$ cat src/rtl/id_queue_stage.sv
// id_queue_stage: instruction queue between IF and decode, followed by a
// registered decode slot feeding EX.
//
// Handshake rules (both sides): a transfer happens on a rising edge where
// valid && ready are both high. A producer holding valid keeps its payload
// stable until the transfer. in_ready depends only on the registered
// occupancy, so there is no combinational path from out_ready to in_ready.
// flush discards every queued entry and the output slot. A push offered in
// the flush cycle is dropped. A slot transfer in the flush cycle counts as
// taken by EX.
module id_queue_stage #(
  parameter int DEPTH = 4,
  parameter int PC_W  = 32,
  parameter int CNT_W = $clog2(DEPTH) + 1
) (
  input  logic             clk,
  input  logic             rst,
  input  logic             in_valid,
  output logic             in_ready,
  input  logic [31:0]      in_ir,
  input  logic [PC_W-1:0]  in_pc,
  input  logic             flush,
  output logic             out_valid,
  input  logic             out_ready,
  output logic [PC_W-1:0]  out_pc,
  output logic [31:0]      out_ir,
  output logic [4:0]       out_rs1,
  output logic [4:0]       out_rs2,
  output logic [4:0]       out_rd,
  output logic [6:0]       out_opcode,
  output logic [2:0]       out_funct3,
  output logic [6:0]       out_funct7,
  output logic [31:0]      out_imm,
  output logic             out_wr_reg_n,
  output logic             out_is_illegal_ir,
  output logic [CNT_W-1:0] count
);

  localparam int PTR_W = (DEPTH > 1) ? $clog2(DEPTH) : 1;

  localparam logic [6:0] OP_LUI    = 7'b0110111;
  localparam logic [6:0] OP_AUIPC  = 7'b0010111;
  localparam logic [6:0] OP_JAL    = 7'b1101111;
  localparam logic [6:0] OP_JALR   = 7'b1100111;
  localparam logic [6:0] OP_BRANCH = 7'b1100011;
  localparam logic [6:0] OP_LOAD   = 7'b0000011;
  localparam logic [6:0] OP_STORE  = 7'b0100011;
  localparam logic [6:0] OP_IMM    = 7'b0010011;
  localparam logic [6:0] OP_OP     = 7'b0110011;
  localparam logic [6:0] OP_SYSTEM = 7'b1110011;

  localparam logic [31:0] IR_ECALL = 32'h0000_0073;
  localparam logic [31:0] IR_MRET  = 32'h3020_0073;

  // Queue storage and pointers
  logic [31:0]      ir_mem_q [DEPTH];
  logic [PC_W-1:0]  pc_mem_q [DEPTH];
  logic [PTR_W-1:0] head_q, head_d;
  logic [PTR_W-1:0] tail_q, tail_d;
  logic [CNT_W-1:0] count_q, count_d;

  // Output slot
  logic             out_valid_q;
  logic [PC_W-1:0]  out_pc_q;
  logic [31:0]      out_ir_q;
  logic [31:0]      out_imm_q;
  logic             out_wr_reg_n_q;
  logic             out_ill_q;

  logic push, load;

  // Decode of the queue head
  logic [31:0] hir;
  logic [6:0]  h_opc;
  logic [2:0]  h_f3;
  logic [6:0]  h_f7;
  logic [4:0]  h_rd;
  logic [31:0] dec_imm;
  logic        dec_ill;
  logic        dec_wr_en;
  logic        dec_wr_reg_n;

  assign in_ready = (count_q != CNT_W'(DEPTH));
  assign push     = in_valid && in_ready;
  assign load     = (count_q != '0) && (!out_valid_q || out_ready);

  assign hir   = ir_mem_q[head_q];
  assign h_opc = hir[6:0];
  assign h_f3  = hir[14:12];
  assign h_f7  = hir[31:25];
  assign h_rd  = hir[11:7];

  // Immediate extraction and legality check for the head instruction
  always_comb begin
    dec_imm   = '0;
    dec_ill   = 1'b0;
    dec_wr_en = 1'b0;
    case (h_opc)
      OP_LUI, OP_AUIPC: begin
        dec_imm   = {hir[31:12], 12'b0};
        dec_wr_en = 1'b1;
      end
      OP_JAL: begin
        dec_imm   = {{11{hir[31]}}, hir[31], hir[19:12], hir[20], hir[30:21], 1'b0};
        dec_wr_en = 1'b1;
      end
      OP_JALR: begin
        dec_imm   = {{20{hir[31]}}, hir[31:20]};
        dec_ill   = (h_f3 != 3'b000);
        dec_wr_en = 1'b1;
      end
      OP_BRANCH: begin
        dec_imm = {{19{hir[31]}}, hir[31], hir[7], hir[30:25], hir[11:8], 1'b0};
        dec_ill = (h_f3 == 3'b010) || (h_f3 == 3'b011);
      end
      OP_LOAD: begin
        dec_imm   = {{20{hir[31]}}, hir[31:20]};
        dec_ill   = (h_f3 == 3'b011) || (h_f3 == 3'b110) || (h_f3 == 3'b111);
        dec_wr_en = 1'b1;
      end
      OP_STORE: begin
        dec_imm = {{20{hir[31]}}, hir[31:25], hir[11:7]};
        dec_ill = (h_f3 > 3'b010);
      end
      OP_IMM: begin
        dec_wr_en = 1'b1;
        if (h_f3 == 3'b001) begin
          dec_imm = {27'b0, hir[24:20]};
          dec_ill = (h_f7 != 7'b0000000);
        end else if (h_f3 == 3'b101) begin
          dec_imm = {27'b0, hir[24:20]};
          dec_ill = !((h_f7 == 7'b0000000) || (h_f7 == 7'b0100000));
        end else begin
          dec_imm = {{20{hir[31]}}, hir[31:20]};
        end
      end
      OP_OP: begin
        dec_wr_en = 1'b1;
        if ((h_f3 == 3'b000) || (h_f3 == 3'b101)) begin
          dec_ill = !((h_f7 == 7'b0000000) || (h_f7 == 7'b0100000));
        end else begin
          dec_ill = (h_f7 != 7'b0000000);
        end
      end
      OP_SYSTEM: begin
        dec_imm = {27'b0, hir[19:15]};
        if (h_f3 == 3'b100) begin
          dec_ill = 1'b1;
        end else if (h_f3 == 3'b000) begin
          dec_ill = !((hir == IR_ECALL) || (hir == IR_MRET));
        end else begin
          dec_wr_en = 1'b1;
        end
      end
      default: dec_ill = 1'b1;
    endcase
  end

  assign dec_wr_reg_n = !(dec_wr_en && !dec_ill && (h_rd != 5'd0));

  // Pointer and occupancy next-state; flush clears everything
  always_comb begin
    head_d  = head_q;
    tail_d  = tail_q;
    count_d = count_q;
    if (flush) begin
      head_d  = '0;
      tail_d  = '0;
      count_d = '0;
    end else begin
      if (push) tail_d = tail_q + PTR_W'(1);
      if (load) head_d = head_q + PTR_W'(1);
      case ({push, load})
        2'b10:   count_d = count_q + CNT_W'(1);
        2'b01:   count_d = count_q - CNT_W'(1);
        default: count_d = count_q;
      endcase
    end
  end

  // Pointer and occupancy registers
  always_ff @(posedge clk) begin
    if (rst) begin
      head_q  <= '0;
      tail_q  <= '0;
      count_q <= '0;
    end else begin
      head_q  <= head_d;
      tail_q  <= tail_d;
      count_q <= count_d;
    end
  end

  // Queue storage write; a push in a flush or reset cycle is dropped
  always_ff @(posedge clk) begin
    if (push && !flush && !rst) begin
      ir_mem_q[tail_q] <= in_ir;
      pc_mem_q[tail_q] <= in_pc;
    end
  end

  // Output slot: load decoded head, hold on stall, drop after transfer
  always_ff @(posedge clk) begin
    if (rst) begin
      out_valid_q    <= 1'b0;
      out_pc_q       <= '0;
      out_ir_q       <= '0;
      out_imm_q      <= '0;
      out_wr_reg_n_q <= 1'b0;
      out_ill_q      <= 1'b0;
    end else if (flush) begin
      out_valid_q <= 1'b0;
    end else if (load) begin
      out_valid_q    <= 1'b1;
      out_pc_q       <= pc_mem_q[head_q];
      out_ir_q       <= hir;
      out_imm_q      <= dec_imm;
      out_wr_reg_n_q <= dec_wr_reg_n;
      out_ill_q      <= dec_ill;
    end else if (out_ready) begin
      out_valid_q <= 1'b0;
    end
  end

  assign out_valid         = out_valid_q;
  assign out_pc            = out_pc_q;
  assign out_ir            = out_ir_q;
  assign out_rs1           = out_ir_q[19:15];
  assign out_rs2           = out_ir_q[24:20];
  assign out_rd            = out_ir_q[11:7];
  assign out_opcode        = out_ir_q[6:0];
  assign out_funct3        = out_ir_q[14:12];
  assign out_funct7        = out_ir_q[31:25];
  assign out_imm           = out_imm_q;
  assign out_wr_reg_n      = out_wr_reg_n_q;
  assign out_is_illegal_ir = out_ill_q;
  assign count             = count_q;

endmodule

$ cat config.mk
export PLATFORM = sky130hd
export DESIGN_NAME = id_queue_stage
export DESIGN_NICKNAME = d
export VERILOG_FILES = /design/src/rtl/id_queue_stage.sv
export SDC_FILE = /design/constraint.sdc
export NUM_CORES = 1
export LEC_CHECK = 0
export CAP_MARGIN = 5
export CORE_AREA = 2 2 124 217
export DETAILED_ROUTE_END_ITERATION = 7
export DIE_AREA = 0 0 126 219
export GPL_TIMING_DRIVEN = 0
export HOLD_SLACK_MARGIN = 0.02
export PLACE_DENSITY = 0.79
export SLEW_MARGIN = 20
export SYNTH_ARGS = -nofsm -noshare
export SYNTH_HDL_FRONTEND = slang
export SYNTH_SLANG_ARGS = --single-unit
$ cat constraint.sdc
create_clock -name clk -period 4.4 [get_ports clk]
set_input_delay 1.1 -clock clk [delete_from_list [all_inputs] [get_ports clk]]
set_output_delay 1.1 -clock clk [all_outputs]
set_load 0.005 [all_outputs]
==> impl_metrics.toml, run 1 <==
[run_status]
status = "finished, final reports clean"

[clock_network]
cts_buffer_depth = 3
hold_buffers = 0
cts_resized = 0
tritoncts = "done"
cts_setup_buffers = 0
ctsHtreeMaxLevel = 1
cts_sinks = 364
cts_buffers = 31
clock-root-buffer = "clkbuf_16"
clock_latency_ns = 0.56
clk_pin_slew_ns = 0.07

[grt]
use_met1_pct = 23.3
grt_pass1_vias = 8560
grt_util_met3_pct = 4.07
grt_pass1_wl_um = 47300
grt_usage_pct = 22.5
antenna_found_initial = 3
grt_overflow = 0
top_usage_layer = "met2"
grtUsageMet2_pct = 43.7
grt_max_degree = 40

[worst_setup_path]
r2r_setup_slack_ns = 0.78
cp.required_ns = 4.83
endpoint = "out_wr_reg_n$_SDFFE_PP0P_"
rr_endpoint = "out_wr_reg_n$_SDFFE_PP0P_"
critPathSlowestCell = "nor4_1"
path_class = "reg -> reg"
ff2ff_path_depth = 9
cp_data_arrival_time_ns = 4.05
crit_fanout = 10
setup.worst_path.end_class = "flip-flop"
slowest_delay_ns = 0.57
critPathLaunchType = "flip-flop"
crit_chain = "buf_2 > buf_1 > mux4_2 > nor4_1 > nand2_1 > o311ai_0 > nand4_1 > a311oi_1 > nor3_1"

[finish]
n_fill_cell = 1827
fin_cells = 1485
drive_gt1_share_pct = 14.8
final_nets = 1213
area_growth_pct = 26.1
utilization_pct = 67.6
multi_input_area_um2 = 3490
regArea_um2 = 9850

[logic_synthesis]
async_reset_ff_share_pct = 0
synth_cells = 898
synth-seq-cells = 364
synth_edf_count = 256
ys_seq_area_share_pct = 71.3
synth_fp_nets = 973
yosysUniqueCellTypes = 56
ys_warn_count = 0
syn_avg_cell_area_um2 = 15.4
netlist_area_um2 = 13800
synth_ff_type = "edfxtp_1"

[sta]
skew_ns = 0.0108
slew_headroom_pct = 41.5
layout_setup_ws_ns = 0.777
slew_violations = 0
whs_ns = 0.457
finalSetupViolCount = 0
fmax_mhz = 276
min_period_ns = 3.62
rsz0062_at_grt = "no"
worstMarginPinSlew_ns = 0.877
hold_violations = 0
fin_crit_sh_pct = 82.3

[drt]
wl_um = 31300
ant_nets = 0
firstDrtPassIters = 8
drt_iter0_markers = 569
post_drt_via_cell_ratio = 5.61
drc = 0
wl_per_cell_um = 21.1
vias = 8330

[floorplanning]
rows = 78
dieArea_um2 = 27600
start_util_pct = 53.6
pin_count = 204
die_w_um = 126
die-height_um = 219
core-area_um2 = 25800

[power_and_ir_drop]
p_per_area_nw_per_um2 = 415
power_uw = 7220
p_leak_uw = 0.00559
ir_drop_uv = 366

[hold_path]
hp-class = "reg -> reg"

[placement]
dpl_worst_slack_ns = 0.383
dp.cells = 1425
dp_hpwl_um = 22100
gp_congestion = 0.901
port-buffer-count = 203

[flow_run]
cap_viol_max_count = 0
## metrics by stage
stage / TNS (ns) / cell area, µm²
detailed placement: 0 / 16300
global route: 0 / 17400
CTS: 0 / 17400
global placement: -370.76 / 16300
finish: 0 / 17400
floorplan: 0 / 13800
## worst min path at each step
stage	start	endpoint	slack, ns	cells after the start
after detailed placement	out_imm[0]$_SDFFE_PP0P_	out_imm[0]$_SDFFE_PP0P_	0.44	2
after global placement	out_imm[0]$_SDFFE_PP0P_	out_imm[0]$_SDFFE_PP0P_	0.44	2
final	out_pc[18]$_SDFFE_PP0P_	out_pc[18]$_SDFFE_PP0P_	0.46	2
after CTS	out_pc[25]$_SDFFE_PP0P_	out_pc[25]$_SDFFE_PP0P_	0.46	2
after global routing	out_pc[24]$_SDFFE_PP0P_	out_pc[24]$_SDFFE_PP0P_	0.48	2
after floorplan	out_imm[10]$_SDFFE_PP0P_	out_imm[10]$_SDFFE_PP0P_	0.45	2
## area by class of cell
cell class                 instances  area share [%]
clock inverter                    13           0.804
clock buffer                      44            5.34
inverter                           7           0.151
multi-input combinational        444            20.0
tap                              320            2.30
sequential                       364            56.5
antenna                            3          0.0431
buffer                            83            2.69
timing repair buffer             207            12.1
## worst max-delay path, delay by kind of cell (launching register included)
family,cells,cell delay [ns]
buffers and inverters,2,0.88
DFF,1,0.43
and+or+nand+nor,4,1.08
AOI/OAI and AO/OA,2,0.65
muxes,1,0.46
## cell usage in the layout (no fill, tap or decap), drive strengths merged, types with 5 or more instances in the layout
cell type,count
nand2,155
nor2b,7
clkbuf,79
a21oi,79
nor3,8
buf,52
clkinvlp,6
nand2b,8
ha,5
a221o,16
nor2,24
inv,7
mux4,64
edfxtp,256
and2,6
dfxtp,108
clkdlybuf4s50,203
nand3,10
clkinv,5
## synth_stat cells (5+ instances only)
library cell	number	area, µm²
nand2_1	155	582
inv_1	6	22.5
ha_1	5	62.6
edfxtp_1	256	7690
nor2b_1	6	37.5
nor2_1	23	86.3
nor3_1	7	35.0
dfxtp_1	108	2160
buf_4	33	248
clkbuf_1	35	131
a221o_1	16	160
a21oi_1	79	395
nand3_1	10	50.1
buf_1	8	30.0
and2_1	6	37.5
mux4_2	64	1440
nand2b_1	8	50.1
## registers in the layout, indices dropped and copies added (netlist names), named ones only
signal and flops:
ir_mem_q 128, pc_mem_q 128, out_imm 32, out_ir 32
out_pc 32, count 3, head_q 2, tail_q 2
out_is_illegal_ir 1, out_valid 1, out_wr_reg_n 1
## where the power goes
| part | switching, µW | internal [µW] |
|---|---|---|
| Combinational | 324 | 317 |
| Clock | 1210 | 1600 |
| Sequential | 40.8 | 3730 |
## cells by family after synthesis
family	count (synthesis)	synth area share, %
xor+xnor	6	0.380
flops	364	71.3
simple gates	237	7.57
fa+ha+maj	6	0.598
compound gates	130	6.10
mux	65	10.5
buf+inv	90	3.58
## routing by layer
metal | part of all wire, % | routed length (µm)
met5 | 0 | 0
met4 | 3.4 | 1080
met3 | 5.8 | 1810
met2 | 57 | 17800
met1 | 34 | 10600
Note: power is estimated with default switching activity, not from simulation.
==> run 2: changes to the inputs <==
- CORE_AREA: 2 2 124 217 -> 2 2 130 228
- DIE_AREA: 0 0 126 219 -> 0 0 132 230
- PLACE_DENSITY: 0.79 -> 0.75
- clock period: 4.4 -> 3.2 ns (I/O delays scaled with it)
==> run 2 against run 1 <==
  * Routed wire length shrank 1.1%
  * Clock skew up 0.0057 ns
  * Critical path depth stayed put
  * Critical endpoint unchanged
  * Largest cell class unchanged
  * Highest routed layer is now met5
==> impl_metrics.toml, run 2 (synthesis results as in run 1) <==
[run_status]
status = "finished, final reports clean"

[drt]
vias = 8400
firstDrtPassIters = 5
post_drt_via_cell_ratio = 5.45
drc = 0
wl_um = 30900
wl_per_cell_um = 20.1
drt_iter0_markers = 572
ant_nets = 0

[worst_setup_path]
crit_chain = "buf_2 > buf_4 > mux4_2 > nor4_4 > nand2_1 > o311ai_0 > nand4_1 > a311oi_2 > nor3_1"
cp_data_arrival_time_ns = 3.50
rr_endpoint = "out_wr_reg_n$_SDFFE_PP0P_"
path_class = "reg -> reg"
r2r_setup_slack_ns = 0.13
critPathLaunchType = "flip-flop"
crit_buf_inv = 2
cp.required_ns = 3.63
path_delay_family = "simple AND/OR/NAND/NOR gates"
slowest_delay_ns = 0.46
ff2ff_path_depth = 9
critPathSlowestCell = "dfxtp_1"
crit_fanout = 10
setup.worst_path.end_class = "flip-flop"

[clock_network]
cts_buffers = 31
clock_latency_ns = 0.56
clk_pin_slew_ns = 0.07
cts_sinks = 364
tritoncts = "done"
hold_buffers = 0
clock-root-buffer = "clkbuf_16"
cts_buffer_depth = 3
ctsHtreeMaxLevel = 1
cts_setup_buffers = 0

[floorplanning]
dieArea_um2 = 30400
die-height_um = 230
pin_count = 204
rows = 82
core-area_um2 = 28400
die_w_um = 132
start_util_pct = 48.6

[grt]
grt_usage_pct = 20.2
grt_pass1_wl_um = 47200
grt_pass1_vias = 8499
grt_overflow = 0
grt_max_degree = 40
antenna_found_initial = 6

[sta]
fmax_mhz = 326
slew_violations = 0
finalSetupViolCount = 0
hold_violations = 0
fin_crit_sh_pct = 95.9
rsz0062_at_grt = "no"
min_period_ns = 3.07
skew_ns = 0.0165
slew_headroom_pct = 41.9
worstMarginPinSlew_ns = 0.871

[finish]
final_cell_mix = "edfxtp_1, clkdlybuf4s50_1, nand2_1"
final_nets = 1213
largestRegisters = "ir_mem_q: 128 flops, pc_mem_q: 128 flops"
area_growth_pct = 26.5
n_fill_cell = 2185
fin_cells = 1542
drive_gt1_share_pct = 14.8
final_common_cell = "edfxtp_1"

[hold_path]
worstHoldStart = "out_imm[11]$_SDFFE_PP0P_"
hold-path-endpoint = "out_imm[11]$_SDFFE_PP0P_"
hp-class = "reg -> reg"
worstHoldPathCells = 2

[power_and_ir_drop]
power_uw = 9700
p_per_area_nw_per_um2 = 555
p_leak_uw = 0.00560
ir_drop_uv = 454

[placement]
dp.cells = 1483
dp_hpwl_um = 21900
port-buffer-count = 203
gp_congestion = 0.872

[flow_run]
cap_viol_max_count = 0
==> run 2: how the worst max path moves through the flow <==
stage | from | endpoint | slack [ns] | cells past startpoint
3_3_place_gp | rst | pc_mem_q[0][20]$_DFFE_PP_ | -1.16 | 6
5_1_grt | flip-flop | out_wr_reg_n$_SDFFE_PP0P_ | 0.005 | 10
3_5_place_dp | out_ready | out_imm[5]$_SDFFE_PP0P_ | -0.65 | 8
6_report | flip-flop | out_wr_reg_n$_SDFFE_PP0P_ | 0.13 | 9
4_1_cts | flip-flop | out_wr_reg_n$_SDFFE_PP0P_ | 0.02 | 10
2_1_floorplan | rst | ir_mem_q[0][0]$_DFFE_PP_ | 0.33 | 5
==> run 2: what timing repair did <==
action,CTS,global route
pin swaps,0,1
gates resized for setup,7,6
endpoints found under the setup margin,20,86
==> run 2: layout make-up <==
cell class | instances | area, µm² | area share [%]
Antenna cell | 3 | 7.51 | 0.0429
Buffer | 83 | 485 | 2.78
Clock buffer | 47 | 933 | 5.34
Clock inverter | 9 | 52.6 | 0.301
Inverter | 7 | 26.3 | 0.150
Multi-Input combinational cell | 444 | 3510 | 20.1
Sequential cell | 364 | 9850 | 56.3
Tap cell | 378 | 473 | 2.71
Timing Repair Buffer | 207 | 2140 | 12.3
==> run 2: report_power, final <==
| group | total (µW) | switching (µW) | internal [µW] |
|---|---|---|---|
| Clock | 3620 | 1600 | 2010 |
| Combinational | 892 | 451 | 440 |
| Sequential | 5190 | 53.6 | 5130 |
| Total | 9700 | 2110 | 7590 |
==> run 2: metrics by stage <==
step	hold WS (ns)	setup TNS [ns]	utilization, %	setup slack (ns)	area (µm²)
after floorplan	0.448	0	-	0.329	13800
after global placement	0.442	-334.21	57.5	-1.16	16300
after detailed placement	0.445	-133.77	57.9	-0.650	16400
after CTS	0.460	0	61.4	0.0157	17500
after global routing	0.475	0	61.5	0.00538	17500
final	0.456	0	61.5	0.130	17500
==> run 2: worst reg2reg max path: stages (launching register included) <==
cell and delay [ns]:
dfxtp_1 0.46, buf_2 0.32, buf_4 0.26, mux4_2 0.44, nor4_4 0.36, nand2_1 0.16
o311ai_0 0.35, nand4_1 0.22, a311oi_2 0.30, nor3_1 0.08
==> run 2: metal layers <==
metal / global-route usage [%] / wire (µm)
met4: 8.93 / 1090
met3: 3.77 / 1900
met5: 0 / 40
met1: 20.6 / 10700
met2: 39.4 / 17200
